$ cat config.mk
export PLATFORM = sky130hd
export DESIGN_NAME = shiftadd_multiplier_flat
export DESIGN_NICKNAME = d
export VERILOG_FILES = /design/src/rtl/shiftadd_multiplier_if.sv /design/src/rtl/shiftadd_multiplier.sv /design/src/flat_wrapper.sv
export SDC_FILE = /design/constraint.sdc
export NUM_CORES = 1
export LEC_CHECK = 0
export ABC_AREA = 1
export CAP_MARGIN = 10
export CORE_MARGIN = 1
export CORE_UTILIZATION = 45
export CTS_BUF_LIST = sky130_fd_sc_hd__clkbuf_4 sky130_fd_sc_hd__clkbuf_8 sky130_fd_sc_hd__clkbuf_16
export DETAILED_ROUTE_END_ITERATION = 10
export PLACE_DENSITY = 0.68
export SLEW_MARGIN = 10
export SYNTH_ARGS = -nofsm -noshare
export SYNTH_HDL_FRONTEND = slang
export SYNTH_SLANG_ARGS = --single-unit
$ cat constraint.sdc
create_clock -name clk -period 4.3 [get_ports clk]
set_clock_uncertainty 0.1 [all_clocks]
set_input_delay 1.29 -clock clk [delete_from_list [all_inputs] [get_ports clk]]
set_output_delay 1.29 -clock clk [all_outputs]
set_load 0.005 [all_outputs]
$ cat src/rtl/shiftadd_multiplier_if.sv
// Operand/result bundle for the shift-add multiply-accumulate unit.
// The master issues operands; the slave (the multiplier) returns results.
interface shiftadd_multiplier_if #(
  parameter int WIDTH = 4
);
  logic [2*WIDTH-1:0] multiplicand;
  logic [WIDTH-1:0]   multiplier;
  logic [2*WIDTH-1:0] addend;
  logic               din_valid;
  logic               din_ready;
  logic [3*WIDTH-1:0] dout;
  logic               dout_valid;

  modport master (
    output multiplicand, multiplier, addend, din_valid,
    input  din_ready, dout, dout_valid
  );

  modport slave (
    input  multiplicand, multiplier, addend, din_valid,
    output din_ready, dout, dout_valid
  );
endinterface

$ cat src/rtl/shiftadd_multiplier.sv
// Sequential shift-add multiply-accumulate: dout = multiplicand * multiplier + addend.
// Consumes one multiplier bit per cycle, so the latency is a fixed WIDTH cycles.
module shiftadd_multiplier #(
  parameter int WIDTH = 4
) (
  input logic                  clk,
  input logic                  rst_n,
  shiftadd_multiplier_if.slave bus
);
  localparam int CW = $clog2(WIDTH + 1);
  localparam logic [0:0]    IDLE = 1'b0;
  localparam logic [0:0]    CALC = 1'b1;
  localparam logic [CW-1:0] LAST = CW'(WIDTH - 1);

  logic [0:0]         state_reg;
  logic [3*WIDTH-1:0] acc_reg;
  logic [3*WIDTH-1:0] mcand_sh_reg;
  logic [WIDTH-1:0]   mplier_sh_reg;
  logic [CW-1:0]      cnt_reg;
  logic [3*WIDTH-1:0] dout_reg;
  logic               dout_valid_reg;
  logic [3*WIDTH-1:0] acc_next;

  // The result width absorbs the worst case product plus addend, so no carry out.
  assign acc_next = mplier_sh_reg[0] ? (acc_reg + mcand_sh_reg) : acc_reg;

  assign bus.din_ready  = (state_reg == IDLE);
  assign bus.dout       = dout_reg;
  assign bus.dout_valid = dout_valid_reg;

  always_ff @(posedge clk or negedge rst_n) begin
    if (!rst_n) begin
      state_reg      <= IDLE;
      acc_reg        <= '0;
      mcand_sh_reg   <= '0;
      mplier_sh_reg  <= '0;
      cnt_reg        <= '0;
      dout_reg       <= '0;
      dout_valid_reg <= 1'b0;
    end else begin
      dout_valid_reg <= 1'b0;
      case (state_reg)
        IDLE: begin
          if (bus.din_valid) begin
            acc_reg       <= {{WIDTH{1'b0}}, bus.addend};
            mcand_sh_reg  <= {{WIDTH{1'b0}}, bus.multiplicand};
            mplier_sh_reg <= bus.multiplier;
            cnt_reg       <= '0;
            state_reg     <= CALC;
          end
        end
        default: begin
          acc_reg       <= acc_next;
          mcand_sh_reg  <= mcand_sh_reg << 1;
          mplier_sh_reg <= mplier_sh_reg >> 1;
          cnt_reg       <= cnt_reg + 1'b1;
          if (cnt_reg == LAST) begin
            // Publish this iteration's sum directly rather than waiting a cycle for acc.
            dout_reg       <= acc_next;
            dout_valid_reg <= 1'b1;
            state_reg      <= IDLE;
          end
        end
      endcase
    end
  end
endmodule
$ cat src/flat_wrapper.sv
// flat-port wrapper written by rule: the top's interface ports become plain ports
module shiftadd_multiplier_flat 
#(
  parameter int WIDTH = 4
)
  (clk, rst_n, bus_multiplicand, bus_multiplier, bus_addend, bus_din_valid, bus_din_ready, bus_dout, bus_dout_valid);
  shiftadd_multiplier_if #(.WIDTH(WIDTH)) bus_i ();
  input logic clk;
  input logic rst_n;
  input wire logic [$bits(bus_i.multiplicand)-1:0] bus_multiplicand;
  input wire logic [$bits(bus_i.multiplier)-1:0] bus_multiplier;
  input wire logic [$bits(bus_i.addend)-1:0] bus_addend;
  input wire logic [$bits(bus_i.din_valid)-1:0] bus_din_valid;
  output wire logic [$bits(bus_i.din_ready)-1:0] bus_din_ready;
  output wire logic [$bits(bus_i.dout)-1:0] bus_dout;
  output wire logic [$bits(bus_i.dout_valid)-1:0] bus_dout_valid;
  assign bus_i.multiplicand = bus_multiplicand;
  assign bus_i.multiplier = bus_multiplier;
  assign bus_i.addend = bus_addend;
  assign bus_i.din_valid = bus_din_valid;
  assign bus_din_ready = bus_i.din_ready;
  assign bus_dout = bus_i.dout;
  assign bus_dout_valid = bus_i.dout_valid;
  shiftadd_multiplier #(.WIDTH(WIDTH)) u_core (.clk(clk), .rst_n(rst_n), .bus(bus_i));
endmodule
Yosys cells after proc, flatten, opt, wreduce, memory -nomap -nowiden --
Index checks and enable logic that the tools add are counted.
Storage, ports and cells: register bits after elaboration 45, output and inout bits 14, word-level logic and storage cells 27
Operators by class: equality and inequality tests 1, bitwise logic cells 1, reductions and logical operators 2, muxes and demuxes 14, add/sub/neg operators 2
Operator list (count):
- two-way mux 12 bit | 5
- adder 12 bit | 1
- two-way mux 4 bit | 2
- two-way mux 3 bit | 2
- two-way mux 1 bit | 5
- adder 3 x 1 -> 3 bit, second input constant | 1
- equality test 3 x 2 -> 1 bit, second input constant | 1
- AND reduction 2 bit | 1
- nonzero test 2 bit | 1
- NOT 1 bit | 1

Longest topological paths before layout --
word-level depth 3, mapped depth 11

Worst setup path after synthesis --
OpenSTA, ideal clock, no wires.
path kind flip-flop to output port, start point register u_core.state_reg, end point output port bus_din_ready, stages on the path, launching flop included 4, setup slack 2073 ps, path buffers 2, arrival 837 ps, cell sequence dfrtp_1 inv_2 buf_2 buf_2
Between the ends: word-level cells in the longest chain between the ends 1
Ends and longest elaborated chain:
- from (decl) | line shiftadd_multiplier.sv:15 | logic [0:0] state_reg;
- from (signal assigned) | line shiftadd_multiplier.sv:33 | state_reg <= IDLE;
- from (signal assigned) | line shiftadd_multiplier.sv:49 | state_reg <= CALC;
- from (signal assigned) | line shiftadd_multiplier.sv:61 | state_reg <= IDLE;
- NOT 1 bit | line shiftadd_multiplier.sv:27 | assign bus.din_ready = (state_reg == IDLE);
- to (decl) | line flat_wrapper.sv:14 | output wire logic [$bits(bus_i.din_ready)-1:0] bus_din_ready;
No other way between the ends.

Final worst setup path --
start point input port bus_din_valid, end point register u_core.acc_reg[5]
Between the ends: word-level cells in the longest chain between the ends 1
Ends and longest elaborated chain:
- from (decl) | line flat_wrapper.sv:13 | input wire logic [$bits(bus_i.din_valid)-1:0] bus_din_valid;
- nonzero test 2 bit (no source line)
- to (signal assigned) | line shiftadd_multiplier.sv:45 | acc_reg <= {{WIDTH{1'b0}}, bus.addend};
- to (signal assigned) | line shiftadd_multiplier.sv:53 | acc_reg <= acc_next;
- to (decl) | line shiftadd_multiplier.sv:16 | logic [3*WIDTH-1:0] acc_reg;
No other way between the ends. A chain may end at the register's enable or synchronous reset.

==> flow_summary.ini <==
[clocking]
cts_hold_buf = 0
cts_max_path_buffers = 2
h-tree-depth = 2
cts_root_buffer = clkbuf_8
clock-sinks = 45
cts_resized = 0
cts_tree = yes
post_cts_buffers = 0
path_clk_slew_ps = 90
cts-buffers-inserted = 5
clock_latency_ps = 290

[die]
num_rows = 27
die_y_um = 78.5
ios = 37
die-area_um2 = 6150
core_area_um2 = 5570
die_w_um = 78.5
start_util = 0.472

[cells_and_area]
antennaDiodeCount = 0
drive_above_1_share = 0.0652
syn2layout_area_growth_pct = 19.2
final_common_cell = nand2_1
fin_nets = 404
most-common-layout-cells = 94 x nand2_1, 47 x inv_1, 45 x dfrtp_1, 43 x nand3_1, 35 x clkdlybuf4s50_1

[worst_setup_path]
endpoint_kind = flop
required_ps = 4440
crit_type = in2reg
path_max_fanout = 22
crit_path_start_kind = input pin
worstPathArrival_ps = 3330

[yosys]
netlist_area_um2 = 2630
ys_dominant_reg_cell = dfrtp_1
synth_cell_types = 32
synth_edf_count = 0
synth_fp_nets = 374
synthCells = 337
ys_seq_elements = 45
ys_warn_count = 0
synth_seq_area_share = 0.428
synth-async-reset-ratio = 1.00
syn-mean-instance-area_um2 = 7.80

[run]
timing.max_cap.violations = 0

[placement]
dp_hpwl_um = 4560
gp_congestion = 0.810
post-place-ws_ps = 830
io_buffer_count = 36

[power_and_ir_drop]
p_total_w = 0.00256
p_per_area_nw_per_um2 = 817
leakagePower_nw = 1.55
ir_drop_mv = 0.479

[grt]
grt_util_met1 = 0.335
grt_max_degree = 46
overflow = 0
grt_pass1_vias = 2313
met3_usage = 0.0337
grt_pass1_wl_um = 11000
busiest_layer = met2
antenna_found_initial = 0
grt.total_usage = 0.230
grtUsageMet2 = 0.359

[timing]
tns_ps = 0
setup_violations = 0
finalHoldViolCount = 0
fmax_ghz = 0.314
setup_slack_ps = 1110
timing.final.crit_period_ps = 3190
tightest_slew_ps = 1020
slew_headroom = 0.319
fin_crit_sh = 0.741
whs_ps = 386
rsz0062_at_grt = false
drv_slew = 0

[detailed_routing]
vias = 2258
route.detailed.drc = 0
antenna_left = 0
wl_per_cell_um = 14.2
vias_per_cell = 5.13
drt-total-wl_um = 6260
drtPass1Iterations = 4
drt_iter0_drc = 131

[run_status]
status = finished clean

[min_path]
hp-class = reg2reg
-- area by class of cell --
type,count,area [um^2]
timing repair buffer,37,363
clock buffer,5,68.8
fill,532,2440
multi-input combinational,229,1240
sequential,45,1130
tap,72,90.1
clock inverter,3,65.1
inverter,49,184
-- cells by family after synthesis --
family                     Yosys count  share of synthesized area
AOI/OAI and AO/OA                   43                      0.104
xor gates and xnor gates             6                     0.0200
adders and majority gates           14                     0.0695
buffers and inverters               63                      0.101
DFF                                 45                      0.428
and+or+nand+nor                    166                      0.277
-- metrics by stage --
stage | std cells | cell area, um^2 | util
after CTS | 440 | 3140 | 0.563
after global placement | 432 | 3000 | 0.538
final | 440 | 3140 | 0.563
after floorplan | 337 | 2630 | -
after detailed placement | 432 | 3000 | 0.538
after global routing | 440 | 3140 | 0.563
-- worst max-delay path: stages --
cell,delay (ps)
clkdlybuf4s50_1,740
nor2_2,620
inv_2,330
o21ai_0,230
inv_1,50
nand2_1,60
-- cells in the mapped netlist (all sizes together) (2+ instances only) --
cell	number	share of area
xor2	3	0.010
inv	49	0.070
ha	13	0.062
dfrtp	45	0.43
nor2	16	0.026
or2	5	0.012
o22ai	7	0.017
xnor2	3	0.010
o211ai	3	0.0086
a21oi	5	0.0095
nand2	95	0.14
o21ai	17	0.034
nand3	46	0.093
o221ai	8	0.027
clkbuf	2	0.0029
buf	12	0.028
nand4	3	0.0071
-- per-layer routing --
metal / wire length (um) / share of wire / up-vias
met5: 0 / 0 / -
met4: 49 / 0.0078 / 0
met3: 215 / 0.034 / 4
met2: 2800 / 0.45 / 45
met1: 3190 / 0.51 / 1058
li1: - / - / 1151
-- power breakdown --
| part | total, W | internal, W | switching, W | leakage (nW) |
|---|---|---|---|---|
| combinational | 0.00142 | 0.000581 | 0.000835 | 0.918 |
| clock | 0.000376 | 0.000231 | 0.000145 | 0.0681 |
| sequential | 0.000770 | 0.000623 | 0.000148 | 0.563 |
| total | 0.00256 | 0.00144 | 0.00113 | 1.55 |
-- worst paths after layout --
| path | start | end | slack (ps) | cells past startpoint |
|---|---|---|---|---|
| setup / recovery | bus_din_valid | u_core.acc_reg[5] | 1110 | 6 |
| hold / removal | u_core.bus.dout[9] | u_core.bus.dout[9] | 390 | 2 |
| setup reg to reg | u_core.mcand_sh_reg[0] | u_core.bus.dout[6] | 2190 | 10 |
| hold reg to reg | u_core.bus.dout[9] | u_core.bus.dout[9] | 390 | 2 |
| max in group asynchronous | rst_n | u_core.acc_reg[10] | 2400 | 1 |
| min in group asynchronous | rst_n | u_core.mplier_sh_reg[1] | 1060 | 1 |
Power figures use the tool's default switching activity.
